File: src/rtl/uart_pkg.sv
// uart_pkg: shared UART state encoding and oversampling helpers for rx and tx.
package uart_pkg;
  typedef enum logic [2:0] {IDLE, START, DATA, PARITY, STOP} uart_state_e;
  function automatic int mid_tick(input int os);
    return os / 2 - 1;
  endfunction
endpackage

File: src/rtl/uart_rx_deser.sv
// uart_rx_deser: synchronizes the serial line and deserializes one frame, pulsing o_done at the stop-bit sample.
module uart_rx_deser
  import uart_pkg::*;
#(
  parameter int WORD_WIDTH   = 8,
  parameter int OVERSAMPLING = 16
) (
  input  logic                  i_clk,
  input  logic                  i_rst_n,
  input  logic                  i_tick,
  input  logic                  i_din,
  input  logic                  i_parity_cfg,
  output logic                  o_done,
  output logic                  o_parity_err,
  output logic                  o_frame_err,
  output logic [WORD_WIDTH-1:0] o_word
);
  localparam int CW = $clog2(OVERSAMPLING);
  localparam int BW = $clog2(WORD_WIDTH);
  localparam logic [CW-1:0] LAST = CW'(OVERSAMPLING - 1);
  localparam logic [CW-1:0] MID  = CW'(mid_tick(OVERSAMPLING));
  localparam logic [BW-1:0] LAST_BIT = BW'(WORD_WIDTH - 1);
  uart_state_e state_q, state_d;
  logic [1:0] sync_q, sync_d, vld_q, vld_d;
  logic armed_q, armed_d, par_en_q, par_en_d, par_bit_q, par_bit_d;
  logic done_q, done_d, perr_q, perr_d, ferr_q, ferr_d;
  logic [CW-1:0] cnt_q, cnt_d;
  logic [BW-1:0] bit_q, bit_d;
  logic [WORD_WIDTH-1:0] shift_q, shift_d;
  logic line, sample;
  assign line   = sync_q[1];
  assign sample = i_tick && cnt_q == LAST;
  // armed requires a genuinely synchronized high in IDLE, so a line low at reset release or after a bad stop bit is not a start edge
  always_comb begin
    sync_d    = {sync_q[0], i_din};
    vld_d     = {vld_q[0], 1'b1};
    state_d   = state_q;
    cnt_d     = (i_tick && state_q != IDLE) ? cnt_q + 1'b1 : cnt_q;
    bit_d     = bit_q;
    shift_d   = shift_q;
    armed_d   = armed_q;
    par_en_d  = par_en_q;
    par_bit_d = par_bit_q;
    done_d    = 1'b0;
    perr_d    = 1'b0;
    ferr_d    = 1'b0;
    case (state_q)
      IDLE: begin
        if (vld_q[1] && line) armed_d = 1'b1;
        if (armed_q && !line) begin
          state_d  = START;
          cnt_d    = '0;
          armed_d  = 1'b0;
          par_en_d = i_parity_cfg;
        end
      end
      START: if (i_tick && cnt_q == MID) begin
        cnt_d   = '0;
        state_d = line ? IDLE : DATA;
      end
      DATA: if (sample) begin
        cnt_d   = '0;
        shift_d = {line, shift_q[WORD_WIDTH-1:1]};
        bit_d   = bit_q == LAST_BIT ? '0 : bit_q + 1'b1;
        state_d = bit_q != LAST_BIT ? DATA : par_en_q ? PARITY : STOP;
      end
      PARITY: if (sample) begin
        cnt_d     = '0;
        par_bit_d = line;
        state_d   = STOP;
      end
      STOP: if (sample) begin
        cnt_d   = '0;
        state_d = IDLE;
        done_d  = 1'b1;
        ferr_d  = !line;
        perr_d  = par_en_q && (par_bit_q ^ (^shift_q));
      end
      default: state_d = IDLE;
    endcase
  end
  always_ff @(posedge i_clk or negedge i_rst_n) begin
    if (!i_rst_n) begin
      state_q   <= IDLE;
      sync_q    <= 2'b11;
      vld_q     <= 2'b00;
      armed_q   <= 1'b0;
      par_en_q  <= 1'b0;
      par_bit_q <= 1'b0;
      cnt_q     <= '0;
      bit_q     <= '0;
      shift_q   <= '0;
      done_q    <= 1'b0;
      perr_q    <= 1'b0;
      ferr_q    <= 1'b0;
    end else begin
      state_q   <= state_d;
      sync_q    <= sync_d;
      vld_q     <= vld_d;
      armed_q   <= armed_d;
      par_en_q  <= par_en_d;
      par_bit_q <= par_bit_d;
      cnt_q     <= cnt_d;
      bit_q     <= bit_d;
      shift_q   <= shift_d;
      done_q    <= done_d;
      perr_q    <= perr_d;
      ferr_q    <= ferr_d;
    end
  end
  assign o_done       = done_q;
  assign o_parity_err = perr_q;
  assign o_frame_err  = ferr_q;
  assign o_word       = shift_q;
endmodule

File: src/rtl/uart_rx.sv
// uart_rx: UART receiver with a one-word valid/ready output register and overflow detection.
module uart_rx
  import uart_pkg::*;
#(
  parameter int WORD_WIDTH   = 8,
  parameter int OVERSAMPLING = 16,
  parameter int BAUD_RATE    = 115200
) (
  input  logic                  i_clk,
  input  logic                  i_rst_n,
  input  logic                  i_tick,
  input  logic                  i_din,
  input  logic                  i_parity_cfg,
  output logic [WORD_WIDTH-1:0] o_rd_data,
  output logic                  o_rd_valid,
  input  logic                  i_rd_ready,
  output logic                  o_parity_err,
  output logic                  o_frame_err,
  output logic                  o_overflow_err
);
  logic done, perr, ferr, load;
  logic [WORD_WIDTH-1:0] word;
  logic [WORD_WIDTH-1:0] rd_data_q, rd_data_d;
  logic rd_valid_q, rd_valid_d, perr_q, perr_d, ferr_q, ferr_d, ovf_q, ovf_d;
  uart_rx_deser #(.WORD_WIDTH(WORD_WIDTH), .OVERSAMPLING(OVERSAMPLING)) u_deser (
    .i_clk       (i_clk),
    .i_rst_n     (i_rst_n),
    .i_tick      (i_tick),
    .i_din       (i_din),
    .i_parity_cfg(i_parity_cfg),
    .o_done      (done),
    .o_parity_err(perr),
    .o_frame_err (ferr),
    .o_word      (word)
  );
  always_comb begin
    load       = done && (!rd_valid_q || i_rd_ready);
    rd_data_d  = load ? word : rd_data_q;
    rd_valid_d = load ? 1'b1 : (rd_valid_q && i_rd_ready) ? 1'b0 : rd_valid_q;
    ovf_d      = done && rd_valid_q && !i_rd_ready;
    perr_d     = done && perr;
    ferr_d     = done && ferr;
  end
  always_ff @(posedge i_clk or negedge i_rst_n) begin
    if (!i_rst_n) begin
      rd_data_q  <= '0;
      rd_valid_q <= 1'b0;
      perr_q     <= 1'b0;
      ferr_q     <= 1'b0;
      ovf_q      <= 1'b0;
    end else begin
      rd_data_q  <= rd_data_d;
      rd_valid_q <= rd_valid_d;
      perr_q     <= perr_d;
      ferr_q     <= ferr_d;
      ovf_q      <= ovf_d;
    end
  end
  assign o_rd_data      = rd_data_q;
  assign o_rd_valid     = rd_valid_q;
  assign o_parity_err   = perr_q;
  assign o_frame_err    = ferr_q;
  assign o_overflow_err = ovf_q;
endmodule
File: config.mk
export PLATFORM = sky130hd
export DESIGN_NAME = uart_rx
export DESIGN_NICKNAME = d
export VERILOG_FILES = /design/src/rtl/uart_pkg.sv /design/src/rtl/uart_rx_deser.sv /design/src/rtl/uart_rx.sv
export SDC_FILE = /design/constraint.sdc
export NUM_CORES = 1
export LEC_CHECK = 0
export BUFFER_PORTS_ARGS = -buffer_cell sky130_fd_sc_hd__buf_2
export CORE_UTILIZATION = 50
export CTS_CLUSTER_SIZE = 16
export DETAILED_ROUTE_END_ITERATION = 7
export GPL_TIMING_DRIVEN = 0
export PLACE_DENSITY = 0.69
export SYNTH_ARGS = -nofsm -noshare
export SYNTH_HDL_FRONTEND = slang
export SYNTH_SLANG_ARGS = --single-unit
File: constraint.sdc
create_clock -name i_clk -period 2.46 [get_ports i_clk]
set_clock_uncertainty 0.15 [all_clocks]
set_input_delay 0.123 -clock i_clk [delete_from_list [all_inputs] [get_ports i_clk]]
set_output_delay 0.123 -clock i_clk [all_outputs]
set_load 0.1 [all_outputs]
==> impl_metrics.yaml, run 1 <==
global_routing:
  antenna_found_initial: 0
  track_usage: 0.160
  grt_pass1_vias: 1145
  grt_max_degree: 41
  grt-ovfl-total: 0
  grt_pass1_wl_um: 4850
critical_path:
  crit_required_ns: 2.54
  rr_worst_depth: 7
  worstPathCellList: "ha_1 -> and4_1 -> buf_6 -> nand3_4 -> nor2_4 -> buf_12 -> mux2_4"
  criticalPathCategory: "reg -> reg"
  startpoint: "u_deser.cnt_q[0]"
  start_kind: "flop"
  cpPeakStageDelay_ns: 0.43
  worst_path_max_delay_cell: "dfrtp_1"
  cp_num_buf_inv: 2
  regToRegStartpoint: "u_deser.cnt_q[0]"
  reg2reg_setup_slack_ns: 0.54
  critPathTopFamily: "simple AND/OR/NAND/NOR gates"
  critPathCaptureType: "flop"
  reg2reg_to: "u_deser.o_word[7]"
  crit_fanout: 10
  arrival_ns: 2.00
place:
  dpl_cell_area_um2: 1970
  gp_congestion: 0.917
  io_buffers: 17
  place_inst: 200
  place_ws_ns: 0.548
  dp_hpwl_um: 2000
die:
  core_area_um2: 3420
  fp.dieH_um: 62.4
  die_w_um: 62.4
  dieArea_um2: 3900
  row_count: 21
  initial_utilization: 0.534
  pin_count: 18
power_and_ir_drop:
  pwr-share-clk: 0.243
  power.leakage_nw: 1.04
  power_mw: 1.39
  p_sw_frac: 0.291
  power.density_nw_per_um2: 666
  comb_power_share: 0.191
  p_sw_mw: 0.404
  seqPwrFrac: 0.566
  cell_internal_pwr_mw: 0.982
  ir_drop_uv: 437
final_layout:
  n_antenna_cell: 0
  area_growth_pct: 13.9
  stdcell_count: 213
  fin_util: 0.609
  drive_gt1_frac: 0.353
  fin_area_um2: 2080
  final_nets: 176
synthesis:
  synth_top_area_share: 0.521
  synth-main-ff-cell: "dfrtp_1"
  synth_area_um2: 1830
  ys_seq_elements: 40
  yosysMostFrequentCell: "dfrtp_1"
  avgSynthCellArea_um2: 13.3
  synth-async-reset-ratio: 1.00
  synth-edff-count: 0
  yosys-top-cells-area: "dfrtp_1, mux2_4, mux2_2"
  yosys.area.top_type: "dfrtp_1"
  post_synth_num_cell_types: 40
  synth_warnings: 0
  yosysSeqAreaShare: 0.550
  syn_inst: 137
  synth_common_cells: "dfrtp_1, mux2_2, mux2_4, nand2_1, nor2_1"
  syn-num-nets: 147
clock_tree:
  cts.clk_slew.worst_paths_ns: 0.11
  ctsResizeCount: 0
  cts_sinks: 40
  numCtsBuffers: 5
  cts_tree: "done"
  clockBufferDepth: 2
  cts_htree_levels: 2
  insertion_delay_ns: 0.34
  cts_root_buf: "clkbuf_4"
  hold_buffers: 5
  cts_setup_buffers: 0
timing:
  finalHoldWorstSlack_ns: 0.213
  setup_ws_ns: 0.540
  finalHoldViolCount: 0
  maxSlewViolCount: 0
  setup_tns_ns: 0
  period_share: 0.780
  rsz0062_at_grt: "no"
  setup_viol: 0
  clock.fmax_ghz: 0.521
  tightest_slew_ns: 0.839
  period_minus_slack_ns: 1.92
  slew_headroom: 0.441
status:
  status: "finished clean"
drt:
  drc: 0
  drtIter0Drc: 28
  ant_nets: 0
  vias: 1113
  detail_route.first_pass.iterations: 4
  drt_wl_total_um: 2760
  viasPerCell: 5.23
  wl_per_cell_um: 13.0
min_path:
  min_from: "u_deser.sync_q[0]"
  holdPathStages: 0
  min_path_type: "reg -> reg"
  whs_endpoint: "u_deser.sync_q[1]"
job:
  maxCapViolCount: 0
-- worst max path at each step --
stage	cells after the start	to	slack [ns]
global route	7	u_deser.o_word[4]	0.45
finish	7	u_deser.o_word[7]	0.54
detailed placement	7	u_deser.o_word[7]	0.55
floorplan	3	o_rd_data[0]	0.49
global placement	7	u_deser.bit_q[1]	0.59
CTS	7	u_deser.o_word[4]	0.53
-- registers in the layout, summed over array words and instances (netlist names), 2 cells and up --
register and count:
u_deser.cnt_q 4, u_deser.state_q 3, u_deser.vld_q 2, u_deser.bit_q 3
u_deser.o_word 8, o_rd_data 8, u_deser.sync_q 2
-- area by class of cell --
type,instances,area [um^2]
Inverter,5,18.8
Clock inverter,2,10.0
Timing Repair Buffer,22,135
Tap cell,46,57.6
Buffer,4,53.8
Fill cell,288,1340
Sequential cell,40,1000
Clock buffer,6,51.3
Multi-Input combinational cell,88,749
-- power groups by stage --
stage / sequential [mW] / combinational (mW) / clock (mW)
final: 0.784 / 0.265 / 0.337
after global routing: 0.793 / 0.299 / 0.382
after CTS: 0.782 / 0.268 / 0.353
after detailed placement: 0.797 / 0.260 / 0
after global placement: 0.792 / 0.248 / 0
after floorplan: 0.780 / 0.204 / 0
-- placed cells by master, fill, tap and decap left out, types with 2 or more instances in the layout --
cell type	n
a21oi_1	5
nand2_1	8
mux2_2	11
o21ai_0	4
dlygate4sd3_1	5
and3_1	2
dfrtp_1	38
xnor2_1	6
clkbuf_4	5
buf_6	3
clkinv_2	2
nand3_1	3
buf_2	17
ha_1	4
and2_1	3
mux2_4	10
nor2_1	7
dfstp_2	2
inv_1	5
a22oi_1	2
-- routing by layer --
metal	vias up	track usage	wire [um]
met4	0	0.0843	51
met2	22	0.269	1380
met3	6	0.0328	89
li1	538	-	-
met1	547	0.193	1240
met5	-	0	0
-- worst register-to-register path, delay by kind of cell, from the launching register on --
kind	cells	cell delay, ns
mux	1	0.31
simple gates	3	0.44
buf+inv	2	0.28
flops	1	0.43
fa+ha+maj	1	0.21
-- logic make-up after synthesis --
| group | after synthesis | share of synthesized area |
|---|---|---|
| buffers and inverters | 9 | 0.0398 |
| AO/OA/AOI/OAI | 21 | 0.0795 |
| multiplexers | 22 | 0.156 |
| other | 1 | 0.00205 |
| adder cells (fa/ha/maj) | 4 | 0.0274 |
| flip-flops | 40 | 0.550 |
| AND/OR/NAND/NOR | 32 | 0.100 |
| XOR/XNOR | 8 | 0.0459 |
(Power assumes the default switching activity.)
==> run 2, diff against run 1 <==
Settings changed: PLACE_DENSITY 0.69 to 0.72.
Clock period 2.46 ns to 1.7 ns, I/O delays scaled along.
==> run 2 against run 1 <==
The run now ends with negative setup slack left; die area stayed put; global-route usage rose by 2.9 points; combinational power up 120%; via count increased by 13%; maximum frequency is 2.4% higher; count of clock-buffer cells in the layout increased by 1; critical path depth fell by 1; cell count up 6.1%; non-clock buffer count rose by 13; cell area increased by 7.3%; critical path type unchanged; largest cell class unchanged.
==> impl_metrics.yaml, run 2 (synthesized netlist as in run 1, its figures left out) <==
timing:
  period_minus_slack_ns: 1.87
  maxSlewViolCount: 0
  setup_ws_ns: -0.175
  setup_tns_ns: -1.54
  period_share: 1.10
  setup_viol: 15
  slew_headroom: 0.436
  tightest_slew_ns: 0.846
  clock.fmax_ghz: 0.533
  rsz0062_at_grt: "yes"
  finalHoldViolCount: 0
final_layout:
  fin_area_um2: 2230
  n_antenna_cell: 0
  final_common_cell: "dfrtp_1"
  fillCellCount: 262
  stdcell_count: 226
  drive_gt1_frac: 0.444
  final_nets: 189
  area_growth_pct: 22.2
  final_cell_mix: "dfrtp_1, buf_2, mux2_4, buf_4, mux2_2"
global_routing:
  grt_pass1_wl_um: 5630
  met1_usage: 0.223
  grt-ovfl-total: 0
  track_usage: 0.189
  grt.busiest_layer: "met2"
  grt_max_degree: 41
  grt_pass1_vias: 1276
  grt_use_met2: 0.298
  met3_usage: 0.0639
  antenna_found_initial: 0
status:
  failed_checks: "negative setup slack"
  status: "complete, but fails checks"
die:
  core_area_um2: 3420
  fp.dieH_um: 62.4
  initial_utilization: 0.534
  die_w_um: 62.4
  row_count: 21
  dieArea_um2: 3900
  pin_count: 18
place:
  place_inst: 200
  dp_hpwl_um: 1940
  gp_congestion: 0.880
  dpl_cell_area_um2: 1970
  io_buffers: 17
critical_path:
  arrival_ns: 1.94
  reg2reg_setup_slack_ns: -0.17
  criticalPathCategory: "reg -> reg"
  critPathCaptureType: "flop"
  regToRegStartpoint: "u_deser.cnt_q[0]"
  crit_required_ns: 1.77
  reg2reg_to: "u_deser.cnt_q[3]"
  crit_fanout: 3
  start_kind: "flop"
  rr_worst_depth: 6
drt:
  wl_per_cell_um: 15.3
  drc: 0
  detail_route.first_pass.iterations: 4
  vias: 1261
  viasPerCell: 5.58
  drtIter0Drc: 115
  drt_wl_total_um: 3460
  ant_nets: 0
clock_tree:
  clockBufferDepth: 2
  cts_root_buf: "clkbuf_4"
  numCtsBuffers: 5
  cts_htree_levels: 2
  cts_sinks: 40
  insertion_delay_ns: 0.35
  cts.clk_slew.worst_paths_ns: 0.11
  cts_tree: "done"
power_and_ir_drop:
  ir_drop_uv: 530
  power.leakage_nw: 1.09
  power.density_nw_per_um2: 983
min_path:
  min_path_type: "in -> async"
job:
  maxCapViolCount: 0
-- run 2: repair_timing --
action	CTS	global route
setup endpoints to repair	13	19
pin swaps	0	5
hold buffers	5	0
endpoints found under the hold margin	44	0
buffers inserted	5	8
gates resized for setup	3	12
-- run 2: layout make-up --
class | count | area [um^2] | share of cell area
well taps | 46 | 57.6 | 0.0258
repair buffers | 35 | 236 | 0.106
clock inverters | 1 | 5.00 | 0.00224
plain buffers | 4 | 53.8 | 0.0241
flip-flops and latches | 40 | 1010 | 0.451
inverters | 5 | 18.8 | 0.00841
clock buffers | 7 | 45.0 | 0.0202
multi-input cells | 88 | 807 | 0.362
-- run 2: report_power, final --
| group | internal, mW | switching (mW) | total (mW) |
|---|---|---|---|
| clock network | 0.161 | 0.298 | 0.460 |
| registers | 1.04 | 0.0985 | 1.14 |
| logic | 0.293 | 0.300 | 0.593 |
| total | 1.50 | 0.697 | 2.19 |
-- run 2: worst max-delay path, cell delays in order, from the launching register on --
cell      delay [ns]
dfrtp_1         0.37
ha_2            0.19
buf_4           0.11
nand3_1         0.13
o21a_1          0.22
o311ai_2        0.40
a22oi_1         0.17
-- run 2: worst max path at each step --
stage,depth (start not counted),slack [ns],to,start
after CTS,7,-0.10,u_deser.o_word[3],u_deser.cnt_q[1]
final,6,-0.17,u_deser.cnt_q[3],u_deser.cnt_q[0]
after detailed placement,7,-0.20,u_deser.o_word[3],u_deser.cnt_q[0]
after global routing,6,-0.18,u_deser.cnt_q[3],u_deser.cnt_q[0]
after floorplan,7,-0.08,u_deser.bit_q[1],u_deser.cnt_q[0]
after global placement,7,-0.17,u_deser.bit_q[1],u_deser.cnt_q[0]
-- run 2: metrics by stage --
stage,hold slack [ns],setup WS (ns),power (mW),utilization
after floorplan,-0.361,-0.0823,1.42,-
after global placement,0.0418,-0.169,1.50,0.577
after detailed placement,0.0423,-0.202,1.53,0.577
after CTS,0.212,-0.105,2.04,0.620
after global routing,0.208,-0.183,2.32,0.653
final,0.212,-0.175,2.19,0.653
-- run 2: per-layer routing --
layer,vias up,share of wire
li1,564,-
met1,612,0.39
met2,62,0.51
met3,23,0.063
met4,0,0.046
met5,-,0
